$ cat config.mk
export PLATFORM = sky130hd
export DESIGN_NAME = simon_pkt_out
export DESIGN_NICKNAME = d
export VERILOG_FILES = /design/src/rtl/simon_pkt_out.sv
export SDC_FILE = /design/constraint.sdc
export NUM_CORES = 1
export LEC_CHECK = 0
export CAP_MARGIN = 20
export CORE_ASPECT_RATIO = 0.7
export CORE_MARGIN = 2
export CORE_UTILIZATION = 61
export CTS_CLUSTER_SIZE = 14
export DETAILED_ROUTE_END_ITERATION = 10
export PLACE_DENSITY = 0.81
export SLEW_MARGIN = 20
export SYNTH_ARGS = -nofsm -noshare
export SYNTH_HDL_FRONTEND = slang
export SYNTH_SLANG_ARGS = --single-unit
$ cat constraint.sdc
create_clock -name clk -period 6.1 [get_ports clk]
set_input_delay 0.61 -clock clk [delete_from_list [all_inputs] [get_ports clk]]
set_output_delay 0.61 -clock clk [all_outputs]
set_load 0.005 [all_outputs]
$ cat src/rtl/simon_pkt_out.sv
// Packs cipher-core output blocks into {info, count, slots} packets and queues them in a small FIFO.
// Header fields are checked against a running sequence number and the expected mode; errors are sticky.
module simon_pkt_out #(
    parameter int N     = 16,
    parameter int BPP   = 2,
    parameter int DEPTH = 4,
    parameter int MODE  = 0,
    localparam int PW   = 2 + BPP * N / 4,
    localparam int LW   = $clog2(DEPTH) + 1
) (
    input  logic              clk,
    input  logic              R,
    input  logic              in_valid,
    output logic              in_ready,
    input  logic [7:0]        in_info,
    input  logic [7:0]        in_count,
    input  logic [2*N-1:0]    in_block,
    output logic              out_valid,
    input  logic              out_ready,
    output logic [PW*8-1:0]   out_pkt,
    output logic [LW-1:0]     level,
    output logic              err_count,
    output logic              err_mode,
    output logic              err_hdr,
    input  logic              clr_err
);
    localparam int PKT_W = PW * 8;
    localparam int BW    = 2 * N;
    localparam int AW    = $clog2(DEPTH);
    localparam logic [LW-1:0] DEPTH_L  = LW'(DEPTH);
    localparam logic [3:0]    MODE_NIB = 4'(MODE);
    localparam logic [1:0]    LAST     = 2'(BPP - 1);
    localparam bit            MULTI    = (BPP > 1);

    typedef enum logic [1:0] {IDLE, COLLECT, PUSH} state_t;

    state_t            state_reg, state_next;
    logic [1:0]        beat_reg;
    logic [7:0]        info_reg, count_reg, exp_reg;
    logic              err_count_reg, err_mode_reg, err_hdr_reg;
    logic [PKT_W-1:0]  pkt_asm;
    logic [PKT_W-1:0]  mem [DEPTH];
    logic [AW-1:0]     wr_ptr_reg, rd_ptr_reg;
    logic [LW-1:0]     level_reg;

    logic accept, push, pop, room, hdr_latch;
    logic cnt_bad, mode_bad, hdr_bad;

    assign room      = level_reg < DEPTH_L;
    assign accept    = in_valid && in_ready;
    assign hdr_latch = (state_reg == IDLE) && accept;

    // ---------------- FSM ----------------
    always_ff @(posedge clk) begin
        if (R) state_reg <= IDLE;
        else   state_reg <= state_next;
    end

    always_comb begin
        state_next = state_reg;
        case (state_reg)
            IDLE: begin
                if (accept)
                    state_next = (in_info[7] && !in_info[5] && MULTI) ? COLLECT : PUSH;
            end
            COLLECT: begin
                if (accept && beat_reg == LAST)
                    state_next = PUSH;
            end
            PUSH:    state_next = IDLE;
            default: state_next = IDLE;
        endcase
    end

    always_comb begin
        in_ready = 1'b0;
        push     = 1'b0;
        case (state_reg)
            IDLE, COLLECT: in_ready = room && !R;
            PUSH:          push     = 1'b1;
            default:       ;
        endcase
    end

    // ---------------- packet assembly ----------------
    always_ff @(posedge clk) begin
        if (R) begin
            beat_reg  <= '0;
            info_reg  <= '0;
            count_reg <= '0;
        end else if (hdr_latch) begin
            beat_reg  <= 2'd1;
            info_reg  <= in_info;
            count_reg <= in_count;
        end else if (state_reg == COLLECT && accept) begin
            beat_reg  <= beat_reg + 2'd1;
        end
    end

    assign pkt_asm[PKT_W-1 -: 16] = {info_reg, count_reg};

    genvar gi;
    generate
        for (gi = 0; gi < BPP; gi++) begin : g_slot
            logic [BW-1:0] slot_reg;
            // Header beat fills slot0 (zero for key packets) and wipes every later slot.
            always_ff @(posedge clk) begin
                if (R)
                    slot_reg <= '0;
                else if (hdr_latch)
                    slot_reg <= (gi == 0 && !in_info[5]) ? in_block : '0;
                else if (state_reg == COLLECT && accept && beat_reg == 2'(gi))
                    slot_reg <= in_block;
            end
            assign pkt_asm[(BPP-gi)*BW-1 -: BW] = slot_reg;
        end
    endgenerate

    // ---------------- header checks ----------------
    assign cnt_bad  = hdr_latch && (in_count != exp_reg);
    assign mode_bad = hdr_latch && (in_info[3:0] != MODE_NIB);
    assign hdr_bad  = hdr_latch && !in_info[4];

    always_ff @(posedge clk) begin
        if (R) begin
            exp_reg       <= '0;
            err_count_reg <= 1'b0;
            err_mode_reg  <= 1'b0;
            err_hdr_reg   <= 1'b0;
        end else begin
            // Match or mismatch, the next expected number follows the received one.
            if (hdr_latch)
                exp_reg <= in_count + 8'd1;
            err_count_reg <= cnt_bad  || (err_count_reg && !clr_err);
            err_mode_reg  <= mode_bad || (err_mode_reg  && !clr_err);
            err_hdr_reg   <= hdr_bad  || (err_hdr_reg   && !clr_err);
        end
    end

    assign err_count = err_count_reg;
    assign err_mode  = err_mode_reg;
    assign err_hdr   = err_hdr_reg;

    // ---------------- output FIFO ----------------
    assign pop = out_valid && out_ready;

    always_ff @(posedge clk) begin
        if (push && !R)
            mem[wr_ptr_reg] <= pkt_asm;
    end

    always_ff @(posedge clk) begin
        if (R) begin
            wr_ptr_reg <= '0;
            rd_ptr_reg <= '0;
            level_reg  <= '0;
        end else begin
            if (push) wr_ptr_reg <= wr_ptr_reg + AW'(1);
            if (pop)  rd_ptr_reg <= rd_ptr_reg + AW'(1);
            case ({push, pop})
                2'b10:   level_reg <= level_reg + LW'(1);
                2'b01:   level_reg <= level_reg - LW'(1);
                default: level_reg <= level_reg;
            endcase
        end
    end

    assign out_valid = (level_reg != '0) && !R;
    assign out_pkt   = out_valid ? mem[rd_ptr_reg] : '0;
    assign level     = level_reg;

endmodule

==> metrics.yaml <==
hold_path:
  hp-start: "rd_ptr_reg[1]"
  hold_depth: 1
  hp-class: "reg -> reg"
final_layout:
  final_common_cell: "edfxtp_1"
  antenna_cells: 0
  multiInputGateArea_um2: 4170
  fill_cells: 1621
  largest_reg_flops: 320
  final_area_um2: 19100
  nets: 1197
  synthToLayoutAreaGrowth_pct: 18.2
  final_util_pct: 74.0
  drive_gt1_share_pct: 14.1
  seq_area_um2: 11700
  final_cell_mix: "edfxtp_1 (320), clkdlybuf4s50_1 (139), nand2_1 (128)"
critical_path:
  crit_arrival_ps: 3190
  critical_path.max_fanout: 43
  endpoint_kind: "output pin"
  required_ps: 5490
  rr_endpoint: "mem[3][73]"
  cp-start-kind: "register"
  r2r_cells: 5
  r2r_setup_slack_ps: 3190
  worst-setup-path-type: "reg -> out"
  reg2reg_from: "state_reg[1]"
yosys:
  synth_top_area_share_pct: 59.4
  yosysWarnings: 0
  yosys-top-cells-area: "edfxtp_1 (59%), dfxtp_1 (13%), mux4_2 (11%), and2_1 (3.2%), nand2_1 (3.0%)"
  synth_top_flop_cell: "edfxtp_1"
  synth.distinct_cells: 43
  yosysTopAreaCell: "edfxtp_1"
  synth_edf_count: 320
  netlist_instances: 1004
  synth_area_um2: 16200
  yosys_register_bits: 424
  syn_area_per_cell_um2: 16.1
  yosysSeqAreaShare_pct: 72.2
  syn_nets: 1066
  async_reset_ff_share_pct: 0
cts:
  hold_buffers: 0
  cts_tree: "built"
  clkSinkCount: 424
  cts_max_level: 2
  clk_path_buf_depth: 3
  cts_resized: 0
  post_cts.repair.setup_buffers: 0
  cts_inserted_buffers: 39
  clock-root-buffer: "clkbuf_16"
  clock_latency_ps: 520
  clk_pin_slew_worst_paths_ps: 60
global_routing:
  grt_pass1_wl_um: 51800
  antenna_found_initial: 1
  grt.total_usage_pct: 24.8
  grt_pass1_vias: 8951
  grt.overflow.total: 0
  grt_max_degree: 63
sta:
  finalSetupViolations: 0
  fmax_mhz: 263
  post-route-period-util_pct: 62.3
  maxSlewHeadroom_pct: 37.9
  post-route-min-period_ps: 3800
  clock_skew_ps: 14.8
  rsz0062_at_grt: "false"
  tns_ps: 0
  slew_viol_final: 0
  hold_violations: 0
  tightest_slew_ps: 931
route:
  drc: 0
  vias_per_cell: 5.88
  drt-total-wl_um: 33700
  ant_nets: 0
  vias: 8938
  drt_iter0_markers: 828
  wire_per_inst_um: 22.2
  firstDrtPassIters: 5
placed_design:
  dp_hpwl_um: 19500
  io_buffers: 140
  placed_area_um2: 17800
  place_congestion: 0.760
floorplan:
  start_util_pct: 62.6
  fp.dieW_um: 199
  io-pin-count: 141
  coreArea_um2: 25900
  die-area_um2: 27900
  num_rows: 49
  fp.dieH_um: 140
pwr:
  p_leak_nw: 6.50
  ir_drop_v: 0.000195
  p_per_area_nw_per_um2: 312
run_status:
  status: "finished, final reports clean"
flow_run:
  cap_violations: 0
report_power, final:
group	total (W)	internal, W	switching [W]
clock network	0.00245	0.00147	0.000981
registers	0.00317	0.00313	0.0000481
logic	0.000342	0.000173	0.000169
critical path, stage by stage (launching register included):
cell and delay, ps:
dfxtp_1 560, nor3_1 200, nor2_4 630, buf_4 480, and2_1 230, clkdlybuf4s50_1 550
how the worst max path moves through the flow:
| stage | start | endpoint | cells past startpoint |
|---|---|---|---|
| after floorplan | state_reg[0] | mem[0][0] | 5 |
| after global placement | register | out_pkt[68] | 4 |
| after detailed placement | R | out_pkt[39] | 5 |
| after CTS | level[2] | out_pkt[39] | 5 |
| after global routing | level[2] | out_pkt[39] | 5 |
| final | level[2] | out_pkt[39] | 5 |
logic make-up after synthesis:
family,count (synthesis),synth area share [%]
fa+ha+maj,9,0.742
xor+xnor,18,0.974
flops,424,72.2
simple gates,299,9.22
compound gates,99,3.28
mux,84,11.4
buf+inv,71,2.19
cells in the mapped netlist, types with 2 or more instances:
master / count
and3_1: 2
nor3_1: 3
nor2_1: 20
nor2b_1: 2
buf_2: 12
buf_6: 6
ha_1: 8
mux2i_1: 4
xnor2_1: 11
mux4_2: 80
a21oi_1: 86
inv_1: 9
nand2_1: 128
nand2b_1: 7
buf_4: 7
xor2_1: 7
o21ai_0: 5
dfxtp_1: 104
and2_1: 84
a211oi_2: 3
nand3_1: 37
edfxtp_1: 320
a211oi_1: 2
nand3b_1: 2
nand4_1: 3
clkbuf_1: 35
through the flow:
stage | power [W] | hold slack, ps | std cells | setup WS (ps)
after detailed placement | 0.00358 | 445 | 1451 | 2700
final | 0.00597 | 448 | 1521 | 2300
after global placement | 0.00357 | 432 | 1451 | 2820
after floorplan | 0.00341 | 428 | 1004 | 2790
after CTS | 0.00600 | 453 | 1521 | 2220
after global routing | 0.00614 | 471 | 1521 | 2080
per-layer routing:
| metal | global-route usage [%] | vias up | wire, um |
|---|---|---|---|
| met1 | 36.9 | 4497 | 14500 |
| met5 | 0 | - | 0 |
| met4 | 5.97 | 0 | 544 |
| met3 | 5.13 | 49 | 2890 |
| li1 | - | 4002 | - |
| met2 | 38.4 | 390 | 15800 |
area by class of cell:
type / count / area share [%]
timing repair buffer: 152 / 7.83
inverter: 9 / 0.176
multi-input combinational: 509 / 21.8
clock buffer: 62 / 6.03
sequential: 424 / 61.1
clock inverter: 8 / 0.745
tap: 357 / 2.33
(Power assumes the default switching activity.)
